$ cat src/rtl/axis_rr_arbiter.sv
`default_nettype none
//============================================================================
//  Module   : axis_rr_arbiter
//  Purpose  : Packet-locked round-robin arbiter sharing one AXI-stream sink
//             between NUM_REQ requesters. A grant is held until the granted
//             requester's last beat transfers or until MAX_BURST beats have
//             transferred (MAX_BURST = 0 disables the beat limit).
//  Revision : 1.0 - initial release
//----------------------------------------------------------------------------
//  Ports
//    aclk      in   1                    clock, rising edge
//    aresetn   in   1                    synchronous active-low reset
//    s_data    in   NUM_REQ*DATA_WIDTH   requester i at [i*DATA_WIDTH +: DATA_WIDTH]
//    s_valid   in   NUM_REQ              per-requester valid
//    s_last    in   NUM_REQ              per-requester end-of-packet
//    s_ready   out  NUM_REQ              per-requester ready (granted one only)
//    m_data    out  DATA_WIDTH           granted data
//    m_valid   out  1                    granted valid
//    m_last    out  1                    granted last
//    m_id      out  ID_W                 index of the granted requester
//    m_ready   in   1                    sink ready
//============================================================================
module axis_rr_arbiter #(
    parameter  int DATA_WIDTH = 32,
    parameter  int NUM_REQ    = 4,
    parameter  int MAX_BURST  = 16,
    localparam int ID_W       = ($clog2(NUM_REQ) > 1) ? $clog2(NUM_REQ) : 1
) (
    input  logic                          aclk,
    input  logic                          aresetn,
    input  logic [NUM_REQ*DATA_WIDTH-1:0] s_data,
    input  logic [NUM_REQ-1:0]            s_valid,
    input  logic [NUM_REQ-1:0]            s_last,
    output logic [NUM_REQ-1:0]            s_ready,
    output logic [DATA_WIDTH-1:0]         m_data,
    output logic                          m_valid,
    output logic                          m_last,
    output logic [ID_W-1:0]               m_id,
    input  logic                          m_ready
);

    // Beat counter is wide enough to hold MAX_BURST, never narrower than 1.
    localparam int c_cnt_w = ($clog2(MAX_BURST + 1) > 1) ? $clog2(MAX_BURST + 1) : 1;
    // Counter value seen on the final beat of a full-length burst.
    localparam logic [c_cnt_w-1:0] c_burst_end = c_cnt_w'((MAX_BURST > 0) ? (MAX_BURST - 1) : 0);

    typedef enum logic [0:0] {
        S_IDLE  = 1'b0,
        S_GRANT = 1'b1
    } state_t;

    state_t               r_state;
    logic [ID_W-1:0]      r_grant;
    logic [ID_W-1:0]      r_last_grant;
    logic [c_cnt_w-1:0]   r_beat_cnt;

    logic [NUM_REQ-1:0]    w_upper_mask;
    logic [NUM_REQ-1:0]    w_hi_req;
    logic [ID_W-1:0]       w_pick_hi;
    logic [ID_W-1:0]       w_pick_lo;
    logic [ID_W-1:0]       w_next_grant;

    logic [DATA_WIDTH-1:0] w_sel_data;
    logic                  w_sel_valid;
    logic                  w_sel_last;
    logic [NUM_REQ-1:0]    w_grant_onehot;

    logic                  w_xfer;
    logic                  w_burst_end;
    logic                  w_end;

    //------------------------------------------------------------------------
    // Round-robin pick. Requesters above last_grant have priority; if none of
    // them is valid the search wraps to the lowest valid index. Iterating
    // downwards leaves the lowest set index in each pick register.
    //------------------------------------------------------------------------
    always_comb begin
        w_upper_mask = '0;
        w_pick_hi    = '0;
        w_pick_lo    = '0;
        for (int i = 0; i < NUM_REQ; i++) begin
            w_upper_mask[i] = (ID_W'(i) > r_last_grant);
        end
        w_hi_req = s_valid & w_upper_mask;
        for (int i = NUM_REQ - 1; i >= 0; i--) begin
            if (w_hi_req[i]) begin
                w_pick_hi = ID_W'(i);
            end
            if (s_valid[i]) begin
                w_pick_lo = ID_W'(i);
            end
        end
        w_next_grant = (|w_hi_req) ? w_pick_hi : w_pick_lo;
    end

    //------------------------------------------------------------------------
    // Select the currently granted requester's stream signals.
    //------------------------------------------------------------------------
    always_comb begin
        w_sel_data     = '0;
        w_sel_valid    = 1'b0;
        w_sel_last     = 1'b0;
        w_grant_onehot = '0;
        for (int i = 0; i < NUM_REQ; i++) begin
            if (r_grant == ID_W'(i)) begin
                w_sel_data        = s_data[i*DATA_WIDTH +: DATA_WIDTH];
                w_sel_valid       = s_valid[i];
                w_sel_last        = s_last[i];
                w_grant_onehot[i] = 1'b1;
            end
        end
    end

    //------------------------------------------------------------------------
    // Output stage. m_valid depends only on state and s_valid, never on
    // m_ready; only s_ready follows m_ready combinationally.
    //------------------------------------------------------------------------
    always_comb begin
        m_data  = '0;
        m_valid = 1'b0;
        m_last  = 1'b0;
        m_id    = r_grant;
        s_ready = '0;
        if (r_state == S_GRANT) begin
            m_data  = w_sel_data;
            m_valid = w_sel_valid;
            m_last  = w_sel_last;
            s_ready = w_grant_onehot & {NUM_REQ{m_ready}};
        end
    end

    assign w_xfer      = (r_state == S_GRANT) && w_sel_valid && m_ready;
    // A burst cut ends the grant without touching m_last; the requester
    // continues the same packet on its next grant.
    assign w_burst_end = (MAX_BURST > 0) && (r_beat_cnt == c_burst_end);
    assign w_end       = w_xfer && (w_sel_last || w_burst_end);

    //------------------------------------------------------------------------
    // Control FSM. IDLE always costs one cycle, giving one bubble per grant.
    //------------------------------------------------------------------------
    always_ff @(posedge aclk) begin
        if (!aresetn) begin
            r_state      <= S_IDLE;
            r_grant      <= '0;
            r_last_grant <= ID_W'(NUM_REQ - 1);
            r_beat_cnt   <= '0;
        end else begin
            case (r_state)
                S_IDLE: begin
                    if (|s_valid) begin
                        r_grant <= w_next_grant;
                        r_state <= S_GRANT;
                    end
                end
                S_GRANT: begin
                    if (w_end) begin
                        r_last_grant <= r_grant;
                        r_beat_cnt   <= '0;
                        r_state      <= S_IDLE;
                    end else if (w_xfer) begin
                        r_beat_cnt <= r_beat_cnt + c_cnt_w'(1);
                    end
                end
                default: begin
                    r_state <= S_IDLE;
                end
            endcase
        end
    end

endmodule
`default_nettype wire

$ cat config.mk
export PLATFORM = sky130hd
export DESIGN_NAME = axis_rr_arbiter
export DESIGN_NICKNAME = d
export VERILOG_FILES = /design/src/rtl/axis_rr_arbiter.sv
export SDC_FILE = /design/constraint.sdc
export NUM_CORES = 1
export LEC_CHECK = 0
export CAP_MARGIN = 20
export CORE_ASPECT_RATIO = 1.25
export CORE_MARGIN = 2
export CORE_UTILIZATION = 28
export DETAILED_ROUTE_END_ITERATION = 12
export PLACE_DENSITY = 0.87
export SKIP_CTS_REPAIR_TIMING = 1
export SYNTH_ARGS = -nofsm -noshare
export SYNTH_HDL_FRONTEND = slang
export SYNTH_SLANG_ARGS = --single-unit
$ cat constraint.sdc
create_clock -name aclk -period 1.9 [get_ports aclk]
set_input_delay 0.19 -clock aclk [delete_from_list [all_inputs] [get_ports aclk]]
set_output_delay 0.19 -clock aclk [all_outputs]
set_load 0.01 [all_outputs]
# Word-level counts from Yosys, hierarchy flattened
# Index checks and enable logic that the tools add are counted.
[totals]
input_bits = 139
word_cells = 61
reg_bits = 10
[classes]
n_bitwise = 3
n_reduce_logical = 11
n_lt_le_gt_ge = 4
eq_ne = 4
n_addsub = 1
muxes = 34
[ops]
columns = ["cell", "count"]
rows = [
  ["two-way mux 32 bit", 5],
  ["two-way mux 2 bit", 9],
  ["two-way mux 1 bit", 16],
  ["two-way mux 5 bit", 2],
  ["AND 4 bit", 2],
  ["OR reduction 4 bit", 2],
  ["AND reduction 2 bit", 3],
  ["adder 5 x 1 -> 5 bit (second input constant)", 1],
  ["equality test 5 x 4 -> 1 bit (second input constant)", 1],
  ["equality test 2 bit (second input constant)", 2],
  ["> comparator 1 x 2 -> 1 bit (first input constant)", 2],
  ["> comparator 2 bit (first input constant)", 2],
  ["two-way mux 4 bit", 1],
  ["logical AND 1 bit", 3],
  ["equality test 2 x 1 -> 1 bit (second input constant)", 1],
  ["logical NOT 2 bit", 1],
  ["one-hot mux 1 bit (2 select lines)", 1],
  ["nonzero test 2 bit", 1],
  ["logical OR 1 bit", 1],
  ["NOT 1 bit", 1],
]

# Logic depth before layout (Yosys ltp)
# Gate-level depths: netlist of the first run.
[depth]
depth_word = 10
ltp_mapped = 6
mapped_depth_nobuf = 6

# Least setup slack after synthesis of the first run
# OpenSTA, ideal clock, no wires.
[synth_timing]
path_type = "flip-flop to output port"
startpoint = "register r_grant[0], in the netlist m_id[0]"
endpoint = "output port m_data[17]"
arrival_ps = 1666
slack_ps = 44
stages_incl_launch_ff = 6
cell_sequence = "dfxtp_1 > buf_6 > buf_6 > buf_2 > mux4_2 > and2_1"
[synth_via]
elab_chain_len = 6
word_cells_on_any_way = 9
[synth_rtl]
columns = ["element", "line_no", "rtl"]
rows = [
  ["start, declared", "53", "logic [ID_W-1:0] r_grant;"],
  ["start signal, assigned", "151", "r_grant <= w_next_grant;"],
  ["logical NOT 2 bit", "105", "if (r_grant == ID_W'(i)) begin"],
  ["two-way mux 32 bit (3 in a row)", "105", ""],
  ["two-way mux 32 bit *", "105", ""],
  ["two-way mux 32 bit *", "124", "if (r_state == S_GRANT) begin"],
  ["end, declared", "35", "output logic [DATA_WIDTH-1:0] m_data,"],
]
# Mark *: on every way between the ends. The rest lies on a longest branch, timed or not.

# Worst setup path after layout of the first run
[layout_timing]
startpoint = "register r_grant[0], in the netlist m_id[0]"
endpoint = "output port m_data[8]"
# Same word-level chain as after synthesis.

==> summary.txt, run 1 <==
Detailed routing
  – Top Metal Used: met4
  – Post-DRT Antenna Nets: 0
  – Detailed Route Iter0 Violations: 61
  – Post-route DRC: 0
  – Met2 routed WL: 4146 um
  – Metal1 wirelength: 2606 um
  – DR WL met3: 1034 um
  – Vias per cell: roughly 5
  – Post-Route WL: 7961 um
  – Detailed-route via count: 2127
  – Wire per inst: between 15 and 20 um
  – Drt first pass iters: 4

Placed design
  – IO Port Bufs: between 150 and 200
  – Routability cong.: 0.8605
  – Final HPWL DP: ~6600 um

Setup path
  – Setup crit start kind: register
  – R2R depth: 6
  – Slowest CP cell: mux4_2
  – Levels on crit path: 4
  – Critical path's largest stage delay: approximately 0.50 ns
  – CP Class: register to output pin
  – Crit path capture type: output pin
  – Family with the most delay on the worst path: buffers and inverters
  – CP Max Fanout: 8
  – R2R Setup Slk: 0.09 ns
  – CP Data Required Time: 1.71 ns
  – Worst EP arrival: 1.93 ns
  – CP Cell Sequence: buf_12 -> mux4_2 -> and2_1 -> clkdlybuf4s50_1
  – R2R Path End: r_last_grant[0]
  – Worst path bufs/invs: 2
  – Reg-to-reg critical path startpoint: m_id[0]

Die
  – Die width: 72.02 um
  – IO Pins: 179
  – Initial Util: 0.2934
  – FP Rows: 30
  – Core box area: 5518 um2
  – Die area: about 6400 um2
  – Die Span Y: 89.02 um

Min path
  – Hold Path End: r_beat_cnt[4]
  – HP Start: r_beat_cnt[4]
  – Min-Delay Path Class: register to register
  – WHS Path Cells: 2

Outcome
  – Violated checks: negative setup slack
  – Status: finished, violations left

STA
  – Fmax: 0.4717 GHz
  – Worst setup margin: -0.2199 ns
  – Final min period: 2.120 ns
  – Setup violations, final: 4
  – Max-slew violation count: 0
  – Max-Slew Margin vs Limit: 0.7849
  – Clk_skew: 0.001229 ns
  – Tightest Pin Transition: 0.3197 ns
  – Setup_tns: -0.6384 ns
  – Final period util: 1.116
  – RSZ-0062 raised after global routing: yes
  – Final hold vios: 0

Pwr
  – P_leak: 0.001666 uW
  – P per Cell Area: around 380 nW/um2
  – Clock power frac: 0.191
  – Internal power: 1018 uW
  – Sw frac: 0.2745
  – Flop pwr share: 0.168
  – NetSw: 385.3 uW
  – Comb pwr share: 0.641
  – Total Power: roughly 1400 uW
  – Max VDD drop: 0.0004319 V

Clocking
  – Max Buffers Root-to-Sink: 2
  – H-tree levels: 1
  – Num CTS Buffers: 3
  – CTS Sinks: 10
  – Root Driver: clkbuf_8
  – CTS tree: done
  – Reg clk slew, reported paths: around 0.050 ns
  – Skew-Pair Late Insertion Delay: 0.24 ns

Synthesis
  – Cells after Synth: approximately 150
  – Distinct cells, synth: 34
  – Net Count, Synth: 292
  – Seq cells post-synth: 10
  – Synth warn: 0
  – Post-synthesis sequential area ratio: 0.1236
  – Syn avg cell area: 10.72 um2
  – Syn Std Cell Area: 1619 um2

Global route
  – Total global routing overflow: 0
  – Antenna violations before repair: 0
  – First-pass GRT wire length: approximately 11000 um
  – Largest net degree at the start of global routing: 37
  – Vias in the first global route: 2138
  – Tot GR Track Use: 0.2308

Flow run
  – Max Cap Viol: 0

Cells and area
  – Layout Nets: roughly 500
  – FILL cells: roughly 420
  – Layout area overhead: 131.1%
  – Layout cells sized above 1: 0.2529
[layout by cell type (no fill, tap or decap), drive strengths merged, types with 5 or more instances in the layout]
cell type	Yosys	routed
and2	36	36
nand3	6	6
dfxtp	10	10
dlymetal6s2s	0	18
nor2	5	5
clkbuf	8	18
a21oi	6	6
clkdlybuf4s50	0	147
buf	6	28
mux4	34	34
nand2	9	9
[metrics by stage]
step | utilization | setup slack [ns] | cell area (um2) | cells | hold slack, ns
final | 0.6782 | -0.2199 | 3742 | 413 | 0.4835
after global routing | 0.6778 | -0.2715 | 3740 | 412 | 0.5160
after CTS | 0.6556 | -0.3159 | 3617 | 400 | 0.4696
after detailed placement | 0.6456 | -0.06006 | 3562 | 396 | 0.4632
after global placement | 0.6456 | -0.03328 | 3562 | 396 | 0.4539
after floorplan | - | 0.04369 | 1619 | 151 | 0.3846
[power groups by stage]
stage	clock, uW	combinational, uW	sequential, uW
2_1_floorplan	0	366	231
5_1_grt	283	954	237
3_3_place_gp	0	857	236
3_5_place_dp	0	879	237
6_report	268	900	236
4_1_cts	271	884	233
[per-layer routing]
| layer | GRT usage | vias to the layer above |
|---|---|---|
| li1 | - | 986 |
| met1 | 0.2354 | 1005 |
| met2 | 0.4310 | 120 |
| met3 | 0.09583 | 16 |
| met4 | 0.06690 | 0 |
| met5 | 0 | - |
[registers in the layout, summed over array words and instances, names as in the netlist]
name          cells
r_last_grant      2
r_state           1
r_beat_cnt        5
m_id              2
[cells by family after synthesis]
| kind of cell | synth area share |
|---|---|
| buffers and inverters | 0.05255 |
| AO/OA/AOI/OAI | 0.08115 |
| adder cells (fa/ha/maj) | 0.01545 |
| AND/OR/NAND/NOR | 0.2419 |
| multiplexers | 0.4853 |
| flip-flops | 0.1236 |
[cell usage after synthesis (all sizes together)]
cell type | number | share of area
o21ai | 4 | 0.012
and2 | 36 | 0.14
nor4 | 1 | 0.0039
ha | 2 | 0.015
nand2b | 1 | 0.0039
a41oi | 1 | 0.0054
mux4 | 34 | 0.47
buf | 6 | 0.027
nand2 | 9 | 0.022
a211oi | 1 | 0.0046
nand4b | 1 | 0.0054
dfxtp | 10 | 0.12
a21oi | 6 | 0.019
o21a | 1 | 0.0046
clkbuf | 8 | 0.019
nand3 | 6 | 0.019
nand3b | 1 | 0.0046
o31ai | 2 | 0.0093
and3 | 2 | 0.0077
a31oi | 1 | 0.0039
o41ai | 1 | 0.010
nor2 | 5 | 0.016
nor2b | 2 | 0.0077
inv | 3 | 0.0070
nor3 | 1 | 0.0031
o211ai | 2 | 0.012
nor3b | 2 | 0.0093
mux2i | 2 | 0.012
[tightest hold or removal path: stages, from the launching register on]
cell     delay (ns)
dfxtp_1        0.31
nand3_1        0.06
o31ai_1        0.06
[how the worst max path moves through the flow]
stage / from / endpoint / slack, ns
2_1_floorplan: m_id[0] / m_data[17] / 0.04
3_3_place_gp: s_last[0] / m_last / -0.03
3_5_place_dp: m_id[0] / m_data[28] / -0.06
4_1_cts: m_id[0] / m_data[28] / -0.32
5_1_grt: m_id[0] / m_data[9] / -0.27
6_report: m_id[0] / m_data[8] / -0.22
[final cells by class]
class                      count  area, um2  area share
timing repair buffer         207       2038      0.5446
multi-input combinational    124       1350      0.3607
sequential                    10      205.2     0.05483
tap                           64      80.08     0.02140
clock buffer                   4      55.05     0.01471
inverter                       3      11.26    0.003009
antenna                        1      2.502   0.0006687
Power figures use the tool's default switching activity.
==> run 2, diff against run 1 <==
- REMOVE_ABC_BUFFERS: unset -> 1
==> summary.txt, run 2 (synthesis gave the netlist of run 1 again) <==
Die
  – FP Rows: 30
  – Die Span Y: 89.02 um
  – Die width: between 70 and 80 um
  – IO Pins: 179
  – Core box area: 5518 um2
  – Die area: ~6400 um2
  – Initial Util: 0.2934

Global route
  – Largest net degree at the start of global routing: 29
  – Antenna violations before repair: 0
  – First-pass GRT wire length: 10620 um
  – Vias in the first global route: 1974
  – Total global routing overflow: 0
  – Tot GR Track Use: 0.2198

Min path
  – Min-Delay Path Class: register to register

STA
  – Hold slack final: about 0.5 ns
  – Setup violations, final: 8
  – RSZ-0062 raised after global routing: yes
  – Final hold vios: 0
  – Final min period: around 2 ns
  – Worst setup margin: -0.04715 ns
  – Tightest Pin Transition: 0.4123 ns
  – Setup_tns: -0.1707 ns
  – Max-slew violation count: 0
  – Fmax: 0.5136 GHz
  – Clk_skew: roughly 0.005 ns
  – Final period util: 1.025
  – Max-Slew Margin vs Limit: 0.7243

Detailed routing
  – Detailed-route via count: roughly 2.1k
  – Vias per cell: 5.083
  – Post-route DRC: 0
  – Metal1 wirelength: 2937 um
  – Post-DRT Antenna Nets: 0
  – Drt first pass iters: 4
  – Post-Route WL: slightly above 8000 um
  – Top Metal Used: met4
  – DR WL met3: 677 um
  – Detailed Route Iter0 Violations: 58
  – Wire per inst: 20.00 um
  – Met2 routed WL: 4393 um

Setup path
  – CP Class: register to output pin
  – CP Data Required Time: 1.71 ns
  – Setup crit start kind: register
  – Crit path capture type: output pin
  – CP Max Fanout: 5
  – Worst EP arrival: 1.76 ns

Outcome
  – Status: finished, violations left
  – Violated checks: negative setup slack

Cells and area
  – Top reg by flops: r_beat_cnt
  – Layout Nets: 490
  – Final cell utilization of the core: 0.6934
  – Most frequent cells in the layout: clkdlybuf4s50_1 (140), mux4_2 (34), and2_1 (30)
  – Antenna Cells: 0
  – Max reg flops: 5
  – FILL cells: 389
  – Layout area overhead: 136.3%
  – Commonest non-fill, non-tap cell in the layout: clkdlybuf4s50_1
  – Layout cells sized above 1: 0.2960

Pwr
  – Max VDD drop: 0.0005211 V
  – P_leak: roughly 0.0017 uW
  – P per Cell Area: 382.2 nW/um2

Placed design
  – Final HPWL DP: roughly 6400 um
  – IO Port Bufs: 178
  – Routability cong.: 0.8947

Flow run
  – Max Cap Viol: 0

Clocking
  – Max Buffers Root-to-Sink: 2
  – CTS tree: done
  – CTS Sinks: 10
  – Skew-Pair Late Insertion Delay: 0.24 ns
  – Num CTS Buffers: 3
  – H-tree levels: 1
  – Reg clk slew, reported paths: 0.05 ns
  – Root Driver: clkbuf_8
==> run 2: cell count changes in the layout (fill, tap and decap cells not counted), sizes merged <==
cell | previous run | this run
buf | 28 | 34
clkbuf | 18 | 19
clkdlybuf4s50 | 147 | 140
diode | 1 | 0
==> run 2: worst paths after layout <==
check / start / endpoint / slack, ns / depth (start not counted)
worst max register to register: m_id[0] / r_last_grant[0] / 0 / 7
worst max-delay path: m_id[0] / m_data[0] / -0.05 / 6
worst min-delay path: r_beat_cnt[1] / r_beat_cnt[1] / 0.49 / 2
worst min register to register: r_beat_cnt[1] / r_beat_cnt[1] / 0.49 / 2
==> run 2: area by class of cell <==
type	count	area, um2	share of cell area
Timing Repair Buffer	207	2098	0.5484
Clock buffer	4	55.05	0.01439
Inverter	3	11.26	0.002943
Sequential cell	10	206.4	0.05396
Tap cell	64	80.08	0.02093
Multi-Input combinational cell	124	1375	0.3594
==> run 2: through the flow <==
stage / setup slack [ns] / cell area [um2] / power, uW / instances
after floorplan: -1.100 / 1545 / 577.4 / 137
after global placement: -0.01657 / 3560 / 1099 / 394
after detailed placement: -0.06436 / 3560 / 1113 / 394
after CTS: -0.3306 / 3615 / 1395 / 398
after global routing: -0.1000 / 3826 / 1532 / 412
final: -0.04715 / 3826 / 1462 / 412
==> run 2: power breakdown <==
part / internal [uW] / switching [uW]
Sequential: 220 / 18.2
Clock: 183 / 93.4
Combinational: 653 / 296
==> run 2: critical path, stage by stage (launching register included) <==
cell      delay (ns)
dfxtp_4         0.38
buf_12          0.11
buf_8           0.11
buf_4           0.11
mux4_2          0.48
and2_1          0.18
clkbuf_2        0.14
==> run 2: routing by layer <==
metal	vias up	track usage
met2	96	0.3998
met3	17	0.06652
met4	0	0.05660
met5	-	0
met1	992	0.2516
li1	989	-
==> run 3, diff against run 2 <==
- SKIP_CTS_REPAIR_TIMING: 1 -> unset
==> summary.txt, run 3 (synthesis gave the netlist of run 1 again) <==
Min path
  – Min-Delay Path Class: register to register
  – HP Start: r_beat_cnt[4]
  – Hold Path End: r_beat_cnt[4]
  – WHS Path Cells: 2

STA
  – Final period util: 1.001
  – Final hold vios: 0
  – Fmax: 0.5259 GHz
  – Final min period: about 1.9 ns
  – Max-slew violation count: 0
  – Worst setup margin: -0.001417 ns
  – Setup violations, final: 1
  – Max-Slew Margin vs Limit: 0.7451
  – Tightest Pin Transition: approximately 0.38 ns
  – RSZ-0062 raised after global routing: yes
  – Clk_skew: 0.005237 ns

Setup path
  – CP Data Required Time: between 1.5 and 2 ns
  – R2R depth: 7
  – R2R Path End: r_last_grant[0]
  – CP Class: register to output pin
  – Crit path capture type: output pin
  – Worst EP arrival: 1.71 ns
  – Reg-to-reg critical path startpoint: m_id[0]
  – Setup crit start kind: register
  – R2R Setup Slk: 0.02 ns
  – CP Max Fanout: 7

Die
  – Initial Util: 0.2934
  – Die area: 6410 um2
  – FP Rows: 30
  – Die width: 72.02 um
  – Core box area: 5518 um2
  – IO Pins: 179
  – Die Span Y: 89.02 um

Pwr
  – Clock power frac: 0.197
  – P_leak: 0.001470 uW
  – NetSw: roughly 390 uW
  – Total Power: 1406 uW
  – Internal power: 1011 uW
  – Max VDD drop: between 0.0005 and 0.0006 V
  – Flop pwr share: 0.169
  – P per Cell Area: ~380 nW/um2
  – Comb pwr share: 0.634
  – Sw frac: 0.2804

Cells and area
  – Max reg flops: 5
  – Top reg by flops: r_beat_cnt
  – Most frequent cells in the layout: clkdlybuf4s50_1 (140), mux4_2 (34), and2_1 (29)
  – Layout area overhead: 126.5%
  – Antenna Cells: 0
  – Final cell utilization of the core: 0.6646
  – Layout Nets: 489
  – Layout cells sized above 1: 0.3084
  – Commonest non-fill, non-tap cell in the layout: clkdlybuf4s50_1
  – Post-route cell area: 3667 um2

Detailed routing
  – Detailed Route Iter0 Violations: 96
  – Detailed-route via count: approximately 2.1k
  – Vias per cell: 5.112
  – Post-Route WL: ~7900 um
  – Post-route DRC: 0
  – Wire per inst: 19.18 um
  – Post-DRT Antenna Nets: 0
  – Drt first pass iters: 4

Global route
  – GR Util met2: 0.4175
  – Largest net degree at the start of global routing: 29
  – First-pass GRT wire length: 11130 um
  – Total global routing overflow: 0
  – Met1 global-route usage: 0.2657
  – Tot GR Track Use: 0.2301
  – Vias in the first global route: around 2k
  – Antenna violations before repair: 0
  – Met3 usage: 0.06877
  – GRT busiest layer: met2

Placed design
  – Post-Place Cell Area: roughly 3600 um2
  – Routability cong.: 0.8947
  – IO Port Bufs: 178
  – DP Worst Slack: -0.06436 ns
  – Final HPWL DP: approximately 6400 um

Clocking
  – CTS tree: done
  – H-tree levels: 1
  – Max Buffers Root-to-Sink: 2
  – CTS Sinks: 10
  – Root Driver: clkbuf_8
  – Skew-Pair Late Insertion Delay: 0.25 ns
  – Reg clk slew, reported paths: around 0.05 ns
  – Num CTS Buffers: 3

Flow run
  – Max Cap Viol: 0

Outcome
  – Status: finished, violations left
  – Violated checks: negative setup slack
## run 3: cell count changes in the layout (fill, tap and decap cells not counted), moves of 2 or more
cell	before	now
dlygate4sd2_1	0	7
clkbuf_2	13	4
buf_4	14	17
clkbuf_16	2	0
dlymetal6s2s_1	18	0
buf_2	4	20
buf_8	2	0
buf_12	5	2
clkdlybuf4s15_1	0	6
## run 3: worst max-delay path by stage
| stage | from | end | slack (ns) | cells after the start |
|---|---|---|---|---|
| after floorplan | m_id[0] | r_last_grant[0] | -1.10 | 4 |
| final | m_id[0] | m_data[10] | -0.001 | 5 |
| after global placement | m_id[0] | m_data[5] | -0.02 | 4 |
| after global routing | m_id[0] | r_last_grant[0] | -0.06 | 7 |
| after detailed placement | m_id[0] | m_data[0] | -0.06 | 4 |
| after CTS | m_id[0] | m_data[31] | -0.12 | 5 |
## run 3: metrics by stage
step / hold slack, ns / instances / setup TNS (ns)
after floorplan: 0.2519 / 137 / -36.80
after global placement: 0.4566 / 394 / -0.08885
after detailed placement: 0.4725 / 394 / -0.3838
after CTS: 0.4799 / 410 / -0.1876
after global routing: 0.5046 / 411 / -0.6058
final: 0.4887 / 411 / -0.001417
## run 3: power groups by stage
stage	logic, uW	registers (uW)	clock network [uW]
2_1_floorplan	294	283	0
3_3_place_gp	859	240	0
3_5_place_dp	872	241	0
4_1_cts	870	238	284
5_1_grt	949	239	293
6_report	891	237	277
## run 3: metal layers
layer  vias to the layer above  wire [um]
met5                         -          0
met4                         0        193
met3                        12        774
met2                       112       4157
met1                       991       2755
li1                        986          -
## run 3: area by class of cell
type	count	area, um2
repair buffers	206	1939
flip-flops and latches	10	206.4
clock buffers	4	55.05
fillers	428	1851
multi-input cells	124	1375
well taps	64	80.08
inverters	3	11.26
## run 3: repair_timing
item | 4_1_cts | 5_1_grt
setup endpoints to repair | 38 | 38
resized for setup | 110 | 29
hold buffers | 0 | 0
cloned | 1 | 0
buffers inserted | 11 | 3
pin swaps | 0 | 1
## run 3: worst max-delay path, stage by stage (launching register included)
cell,delay (ns)
dfxtp_4,0.38
buf_6,0.15
buf_4,0.13
mux4_2,0.50
and2_4,0.17
buf_2,0.13
==> patch, RTL diff (config.mk and constraints of run 2) <==
Reset style: asynchronous (`aresetn`), changed in one clocked block. Comments in the files are not updated.
--- a/src/rtl/axis_rr_arbiter.sv
+++ b/src/rtl/axis_rr_arbiter.sv
@@ -139,5 +139,5 @@
     // Control FSM. IDLE always costs one cycle, giving one bubble per grant.
     //------------------------------------------------------------------------
-    always_ff @(posedge aclk) begin
+    always_ff @(posedge aclk or negedge aresetn) begin
         if (!aresetn) begin
             r_state      <= S_IDLE;
Check against the original RTL: differs if aresetn is asserted again (counterexample within 4 cycles, from zero or initial values and one cycle with aresetn low); with aresetn held inactive, the same outputs for 10 cycles.
==> patch against run 2 <==
- the run still ends with setup timing left
- first-iteration DRC count shrank 16%
- synthesized cell count shrank 7.9%
- design area increased by 0.49%
- register-to-register slack worse by 0.09 ns
- cell count fell by 0.73%
- area after synthesis fell by 1.6%
- sequential cell count unchanged
- routed wire length down 6.7%
- setup slack got worse by 0.14 ns
- critical path type unchanged
Power is left out: it rests on default switching activity, and per cell area and clock period it moved more than threefold.
==> patch: results <==
export IMPL_tns_ns=-1.80
export IMPL_synthTopCellsByArea="mux4_2 (48%), and2_1 (13%), dfrtp_1 (13%)"
export IMPL_holdWs_ns=0.279
export IMPL_setup_ws_ns=-0.185
export IMPL_violations="setup timing"
export IMPL_reg2reg_depth=6
export IMPL_root_buffer="clkbuf_8"
export IMPL_dp_hpwl_um=5990
export IMPL_nFillCells=408
export IMPL_synthTopCellsByCount="and2_1 (34), mux4_2 (34), dfrtp_1 (8)"
export IMPL_place_congestion=0.863
export IMPL_grt_total_usage_pct=21.4
export IMPL_clk_pin_slew_worst_paths_ns=0.05
export IMPL_async_reset_ff_share_pct=100
export IMPL_status="finished with violations"
export IMPL_synth_main_ff_cell="dfrtp_1"
export IMPL_ys_seq_area_share_pct=15.9
export IMPL_drt_initial_drc_count=49
export IMPL_drive_gt1_share_pct=35.1
export IMPL_grt_first_pass_wirelength_um=10500
export IMPL_setup_viol=26
export IMPL_viasPerCell=5.11
export IMPL_firstDrtPassIters=4
export IMPL_cts_buffer_depth=2
export IMPL_relSlewSlack_pct=68.5
export IMPL_rr_startpoint="m_id[0]"
export IMPL_critPathArrivalTime_ns=1.89
export IMPL_clock_latency_ns=0.23
export IMPL_grt_pass1_vias=2096
export IMPL_finClkSkew_ns=0.00882
export IMPL_grt_start_max_net_pins=24
export IMPL_largest_register="r_beat_cnt"
export IMPL_nets=487
export IMPL_synthDistinctLibCells=31
export IMPL_rrSetupSlack_ns=-0.09
export IMPL_hp_class="input pin to async pin"
export IMPL_grt_antenna_before_repair=0
export IMPL_wl_um=7690
export IMPL_r2r_end="r_beat_cnt[3]"
[patch: changes by cell type after synthesis, sizes merged, moves of 2 or more]
cell,delta
nand2,-2
nand2b,+3
dfstp,+2
a21oi,-3
mux2,+3
and2,-2
o211ai,-2
nor3b,-2
dfxtp,-10
nand3,-3
or2,+2
dfrtp,+8
[patch: cells by family (layout without fill, tap and decap cells)]
family                     count (synthesis)  after routing  synth area share, %
and+or+nand+nor                           60             60                 21.4
muxes                                     38             38                 50.8
buffers and inverters                     15            221                 3.85
AOI/OAI and AO/OA                         14             14                 6.44
DFF                                       10             10                 15.9
adders and majority gates                  2              2                 1.57
[patch: worst max path at each step]
stage                 start       endpoint  slack (ns)
floorplan           m_id[0]  r_beat_cnt[3]       -1.14
global placement    m_id[0]     m_data[15]       -0.06
detailed placement  m_id[0]     m_data[15]       -0.11
CTS                 m_id[0]     m_data[15]       -0.37
global route        m_id[0]      m_data[8]       -0.23
finish              m_id[0]      m_data[8]       -0.18
[patch: per-layer routing]
| layer | track usage, % | vias to the layer above | share of wire [%] |
|---|---|---|---|
| met4 | 4.97 | 0 | 1.9 |
| li1 | - | 952 | - |
| met1 | 24.9 | 1012 | 37 |
| met5 | 0 | - | 0 |
| met2 | 38.8 | 115 | 53 |
| met3 | 6.38 | 12 | 8.7 |
[patch: metrics by stage]
step,instances,area [µm²],worst slack [ns]
3_3_place_gp,382,3540,-0.0636
2_1_floorplan,127,1540,-1.14
4_1_cts,386,3590,-0.369
3_5_place_dp,382,3540,-0.113
6_report,409,3840,-0.185
5_1_grt,409,3840,-0.231
[patch: cell type report]
| type | instances | area share (%) |
|---|---|---|
| Timing Repair Buffer | 214 | 55.1 |
| Multi-Input combinational cell | 114 | 34.8 |
| Sequential cell | 10 | 6.61 |
| Tap cell | 64 | 2.08 |
| Clock buffer | 4 | 1.17 |
| Inverter | 3 | 0.293 |
[patch: critical path: stages, from the launching register on]
cell       delay, ns
dfrtp_2         0.44
buf_4           0.15
clkbuf_16       0.15
buf_4           0.13
buf_6           0.11
mux4_2          0.41
and2_1          0.15
buf_2           0.13
